**src/rtl/corescore_pkg.sv**
```systemverilog
// ============================================================================
//  corescore_pkg : shared types and constants for the corescore stream arbiter
//  Revision 1.0  : initial release
// ============================================================================
`default_nettype none

package corescore_pkg;

    localparam int AXIS_DATA_W = 8;

    typedef enum logic [0:0] {
        ARB   = 1'b0,
        GRANT = 1'b1
    } state_e;

endpackage : corescore_pkg

`default_nettype wire

```
**src/rtl/corescore_rr_pick.sv**
```systemverilog
// ============================================================================
//  corescore_rr_pick : combinational round-robin picker, first request after
//                      the last pointer, wrapping modulo NUM_SOURCES
//  Revision 1.0      : initial release
// ============================================================================
`default_nettype none

module corescore_rr_pick
    import corescore_pkg::*;
#(
    parameter int NUM_SOURCES = 4,
    parameter int SRC_W       = $clog2(NUM_SOURCES)
) (
    input  logic [NUM_SOURCES-1:0] i_req,
    input  logic [SRC_W-1:0]       i_last,
    output logic                   o_found,
    output logic [SRC_W-1:0]       o_idx
);

    // Two extra bits hold last+1+offset, which can reach 2*NUM_SOURCES-1.
    localparam int SUM_W = SRC_W + 2;

    logic [2*NUM_SOURCES-1:0] w_dbl;
    logic [NUM_SOURCES-1:0]   w_rot;
    logic [SUM_W-1:0]         w_start;
    logic [SUM_W-1:0]         w_off;
    logic [SUM_W-1:0]         w_sum;
    logic [SUM_W-1:0]         w_wrap;

    always_comb begin
        w_start = SUM_W'(i_last) + SUM_W'(1);
        w_dbl   = {i_req, i_req};
        w_rot   = NUM_SOURCES'(w_dbl >> w_start);
        o_found = |i_req;
        w_off   = '0;
        for (int j = NUM_SOURCES - 1; j >= 0; j--) begin
            if (w_rot[j]) begin
                w_off = SUM_W'(j);
            end
        end
        w_sum  = w_start + w_off;
        w_wrap = (w_sum >= SUM_W'(NUM_SOURCES)) ? (w_sum - SUM_W'(NUM_SOURCES)) : w_sum;
        o_idx  = w_wrap[SRC_W-1:0];
    end

endmodule : corescore_rr_pick

`default_nettype wire

```
**src/rtl/corescore_stream_arbiter.sv**
```systemverilog
// ============================================================================
//  corescore_stream_arbiter : packet-granular round-robin arbiter sharing one
//                             8-bit AXI-Stream sink between NUM_SOURCES inputs
//  Revision 1.0             : initial release
// ============================================================================
`default_nettype none

module corescore_stream_arbiter
    import corescore_pkg::*;
#(
    parameter int NUM_SOURCES = 4,
    parameter int SRC_W       = $clog2(NUM_SOURCES)
) (
    input  logic                               i_clk,
    input  logic                               i_rst_n,
    input  logic [AXIS_DATA_W*NUM_SOURCES-1:0] i_tdata,
    input  logic [NUM_SOURCES-1:0]             i_tlast,
    input  logic [NUM_SOURCES-1:0]             i_tvalid,
    output logic [NUM_SOURCES-1:0]             o_tready,
    output logic [AXIS_DATA_W-1:0]             o_tdata,
    output logic                               o_tlast,
    output logic                               o_tvalid,
    input  logic                               i_tready,
    output logic [SRC_W-1:0]                   o_grant,
    output logic                               o_busy
);

    state_e                   state_q, state_d;
    logic [SRC_W-1:0]         grant_q, grant_d;
    logic [SRC_W-1:0]         last_q,  last_d;
    logic [AXIS_DATA_W-1:0]   tdata_q, tdata_d;
    logic                     tlast_q, tlast_d;
    logic                     tvalid_q, tvalid_d;

    logic [AXIS_DATA_W-1:0]   w_src_data [NUM_SOURCES];
    logic                     w_found;
    logic [SRC_W-1:0]         w_pick;
    logic [NUM_SOURCES-1:0]   w_tready;
    logic                     w_can_load;
    logic                     w_in_hs;

    for (genvar k = 0; k < NUM_SOURCES; k++) begin : g_unpack
        assign w_src_data[k] = i_tdata[AXIS_DATA_W*k +: AXIS_DATA_W];
    end

    corescore_rr_pick #(
        .NUM_SOURCES (NUM_SOURCES),
        .SRC_W       (SRC_W)
    ) u_pick (
        .i_req   (i_tvalid),
        .i_last  (last_q),
        .o_found (w_found),
        .o_idx   (w_pick)
    );

    always_comb begin
        state_d    = state_q;
        grant_d    = grant_q;
        last_d     = last_q;
        tdata_d    = tdata_q;
        tlast_d    = tlast_q;
        tvalid_d   = tvalid_q;
        w_tready   = '0;
        w_in_hs    = 1'b0;
        // The output register can take a byte when empty or draining this cycle.
        w_can_load = !tvalid_q || i_tready;

        case (state_q)
            ARB: begin
                if (w_found) begin
                    grant_d = w_pick;
                    last_d  = w_pick;
                    state_d = GRANT;
                end
            end
            GRANT: begin
                w_tready[grant_q] = w_can_load;
                w_in_hs           = i_tvalid[grant_q] && w_can_load;
                if (w_in_hs && i_tlast[grant_q]) begin
                    state_d = ARB;
                end
            end
            default: state_d = ARB;
        endcase

        if (w_in_hs) begin
            tdata_d  = w_src_data[grant_q];
            tlast_d  = i_tlast[grant_q];
            tvalid_d = 1'b1;
        end else if (tvalid_q && i_tready) begin
            tvalid_d = 1'b0;
        end
    end

    always_ff @(posedge i_clk or negedge i_rst_n) begin
        if (!i_rst_n) begin
            state_q  <= ARB;
            grant_q  <= '0;
            last_q   <= SRC_W'(NUM_SOURCES - 1);
            tdata_q  <= '0;
            tlast_q  <= 1'b0;
            tvalid_q <= 1'b0;
        end else begin
            state_q  <= state_d;
            grant_q  <= grant_d;
            last_q   <= last_d;
            tdata_q  <= tdata_d;
            tlast_q  <= tlast_d;
            tvalid_q <= tvalid_d;
        end
    end

    assign o_tready = w_tready;
    assign o_tdata  = tdata_q;
    assign o_tlast  = tlast_q;
    assign o_tvalid = tvalid_q;
    assign o_grant  = grant_q;
    assign o_busy   = (state_q == GRANT);

endmodule : corescore_stream_arbiter

`default_nettype wire

```
**config.mk**
```make
export PLATFORM = sky130hd
export DESIGN_NAME = corescore_stream_arbiter
export DESIGN_NICKNAME = d
export VERILOG_FILES = /design/src/rtl/corescore_pkg.sv /design/src/rtl/corescore_rr_pick.sv /design/src/rtl/corescore_stream_arbiter.sv
export SDC_FILE = /design/constraint.sdc
export NUM_CORES = 1
export LEC_CHECK = 0
export BUFFER_PORTS_ARGS = -buffer_cell sky130_fd_sc_hd__clkbuf_2
export CAP_MARGIN = 20
export CORE_MARGIN = 4
export CORE_UTILIZATION = 43
export CTS_CLUSTER_DIAMETER = 120
export CTS_CLUSTER_SIZE = 20
export DETAILED_ROUTE_END_ITERATION = 8
export PLACE_DENSITY = 0.79
export SLEW_MARGIN = 20
export SYNTH_ARGS = -nofsm -noshare
export SYNTH_HDL_FRONTEND = slang
export SYNTH_SLANG_ARGS = --single-unit
```
**constraint.sdc**
```tcl
create_clock -name i_clk -period 2.36 [get_ports i_clk]
set_input_delay 0.118 -clock i_clk [delete_from_list [all_inputs] [get_ports i_clk]]
set_output_delay 0.118 -clock i_clk [all_outputs]
set_load 0.1 [all_outputs]
```
==> results.sh <==
export IMPL_status="finished, final reports clean"
export IMPL_fmaxAchievable_mhz=513
export IMPL_r2r_start="last_q[0]"
export IMPL_synth_main_ff_cell="dfrtp_1"
export IMPL_vias=955
export IMPL_fin_crit_ps=1950
export IMPL_detail_route_antenna_nets=0
export IMPL_critPathMaxStageDelay_ps=620
export IMPL_core_area_mm2=0.00228
export IMPL_cpLargestDelayFamily="flip-flops"
export IMPL_nNetsFinal=195
export IMPL_fin_util_pct=63.1
export IMPL_num_rows=17
export IMPL_overflow=0
export IMPL_avgSynthCellArea_um2=11.8
export IMPL_dpl_cell_count=173
export IMPL_cts_tree="built"
export IMPL_crit_arrival_ps=2120
export IMPL_netlist_area_leader_share_pct=31.0
export IMPL_drive_gt1_share_pct=62.0
export IMPL_gp_congestion=0.762
export IMPL_dr_pass1_iters=4
export IMPL_drv_cap=0
export IMPL_worst_pin_slew_ps=557
export IMPL_cts_sinks=15
export IMPL_initial_utilization_pct=46.1
export IMPL_dp_hpwl_um=2210
export IMPL_async_reset_ff_share_pct=100
export IMPL_avgViaCountPerCell=5.37
export IMPL_yosysWarnings=0
export IMPL_antenna_found_initial=0
export IMPL_layout_commonest_cell="clkbuf_2"
export IMPL_cts_made_buffers=3
export IMPL_final_cell_mix="clkbuf_2, dfrtp_1, mux4_2"
export IMPL_cts_buffer_depth=2
export IMPL_port_buffers=59
export IMPL_reg2reg_slack_ps=410
export IMPL_io_pins=60
export IMPL_grt_pass1_vias=985
export IMPL_synth_cells=89
export IMPL_startpoint_type="register"
export IMPL_clock_latency_ps=280
export IMPL_syn_nets=133
export IMPL_grt_pass1_wl_um=4410
export IMPL_drt_initial_drc_count=47
export IMPL_drt_wl_total_um=2620
export IMPL_final_cell_area_mm2=0.00144
export IMPL_cp_slowest_cell="dfstp_2"
export IMPL_path_buf_inv=0
export IMPL_synth_seq_cells=15
export IMPL_setup_viol=0
export IMPL_path_class="register to register"
export IMPL_synth_area_mm2=0.00105
export IMPL_die_area_mm2=0.00329
export IMPL_synth_top_area_cell="dfrtp_1"
export IMPL_endpoint_kind="register"
export IMPL_wl_per_cell_um=14.7
export IMPL_grt_setup_unrepaired="no"
export IMPL_fin_crit_sh_pct=82.6
export IMPL_min_from="i_tready"
export IMPL_ys_top_cells_by_area="dfrtp_1, mux4_2, mux2_2, dfstp_2, nor2_1"
export IMPL_area_delta_synth_final_pct=37.0
export IMPL_synth_edf_count=0
export IMPL_seq_area_frac_synth_pct=36.0
export IMPL_diodes=0
export IMPL_place_ws_ps=410
export IMPL_drv_slew=0
export IMPL_crit_path_start="last_q[0]"
export IMPL_clk_pin_slew_ps=90
export IMPL_hold_violations=0
export IMPL_holdCritPathClass="primary input to register"
export IMPL_die_h_um=57.4
export IMPL_root_buffer="clkbuf_4"
export IMPL_finalNonFillerCells=178
export IMPL_slew_headroom_pct=63.0
export IMPL_fin_skew_ps=1.96
export IMPL_post_dp_cell_area_mm2=0.00140
export IMPL_synth_cell_types=35
export IMPL_crit_required_ps=2530
export IMPL_drc=0
export IMPL_htreeDepth=1
export IMPL_crit_fanout=10
export IMPL_crit_chain="nand2_1 -> nor2_1 -> a21oi_1 -> o221ai_1 -> a21oi_1 -> ha_1 -> xnor2_1 -> xnor2_1 -> mux2_4"
export IMPL_setup_slack_ps=410
export IMPL_grt_usage_pct=17.1
export IMPL_grt_max_degree=16
export IMPL_fp_dieW_um=57.4
## final timing paths
path / depth (start not counted) / end
min in group asynchronous: 2 / o_tdata[2]
setup / recovery: 9 / o_grant[1]
hold reg to reg: 1 / o_tdata[4]
setup reg to reg: 9 / o_grant[1]
hold / removal: 3 / o_tvalid
max in group asynchronous: 2 / last_q[1]
## stage by stage
stage	hold slack (ps)	TNS, ps
2_1_floorplan	-178	-148
3_3_place_gp	48.4	0
3_5_place_dp	51.9	0
4_1_cts	142	0
5_1_grt	168	0
6_report	146	0
## cell usage after synthesis, drive strengths merged, types with 2 or more instances
cell and count:
xnor2 2, nand2b 4, dfrtp 13, inv 2, mux4 10, nand2 8
buf 3, and3 2, mux2i 2, clkbuf 2, dfstp 2, mux2 9
a21oi 5, nor2 9
## kinds of logic (layout without fill, tap and decap cells)
logic type / Yosys count / in the layout / share of synthesized area (%)
simple gates: 29 / 29 / 14.4
mux: 21 / 21 / 33.4
flops: 15 / 15 / 36.0
compound gates: 13 / 13 / 9.19
buf+inv: 7 / 68 / 3.22
xor+xnor: 3 / 3 / 2.51
fa+ha+maj: 1 / 1 / 1.19
## area by class of cell
class / instances / area [um2]
fillers: 177 / 840
multi-input cells: 67 / 668
flip-flops and latches: 15 / 379
repair buffers: 62 / 320
well taps: 28 / 35.0
clock buffers: 4 / 26.3
inverters: 2 / 7.51
## worst reg2reg max path: stages, from the launching register on
cell and delay, ps:
dfstp_2 620, nand2_1 70, nor2_1 100, a21oi_1 60, o221ai_1 190, a21oi_1 70, ha_1 220, xnor2_1 140
xnor2_1 120, mux2_4 260
## flip-flops by register name, indices dropped and copies added (netlist names)
register and count:
o_busy 1, o_grant 2, o_tvalid 1, o_tdata 8
last_q 2, o_tlast 1
## metal layers
metal	wire length, um	vias to the layer above	global-route usage [%]
li1	-	453	-
met1	993	467	19.6
met2	1420	31	30.6
met3	157	4	3.39
met4	47	0	6.95
met5	0	-	0
## repair_timing
| action | CTS | global route |
|---|---|---|
| hold buffers | 1 | 0 |
| resized for setup | 0 | 0 |
| hold endpoints to repair | 13 | 0 |
| buffers inserted | 0 | 0 |
Power is not shown: default switching activity piles up to over one toggle a cycle in this logic, so the estimate is an artifact.
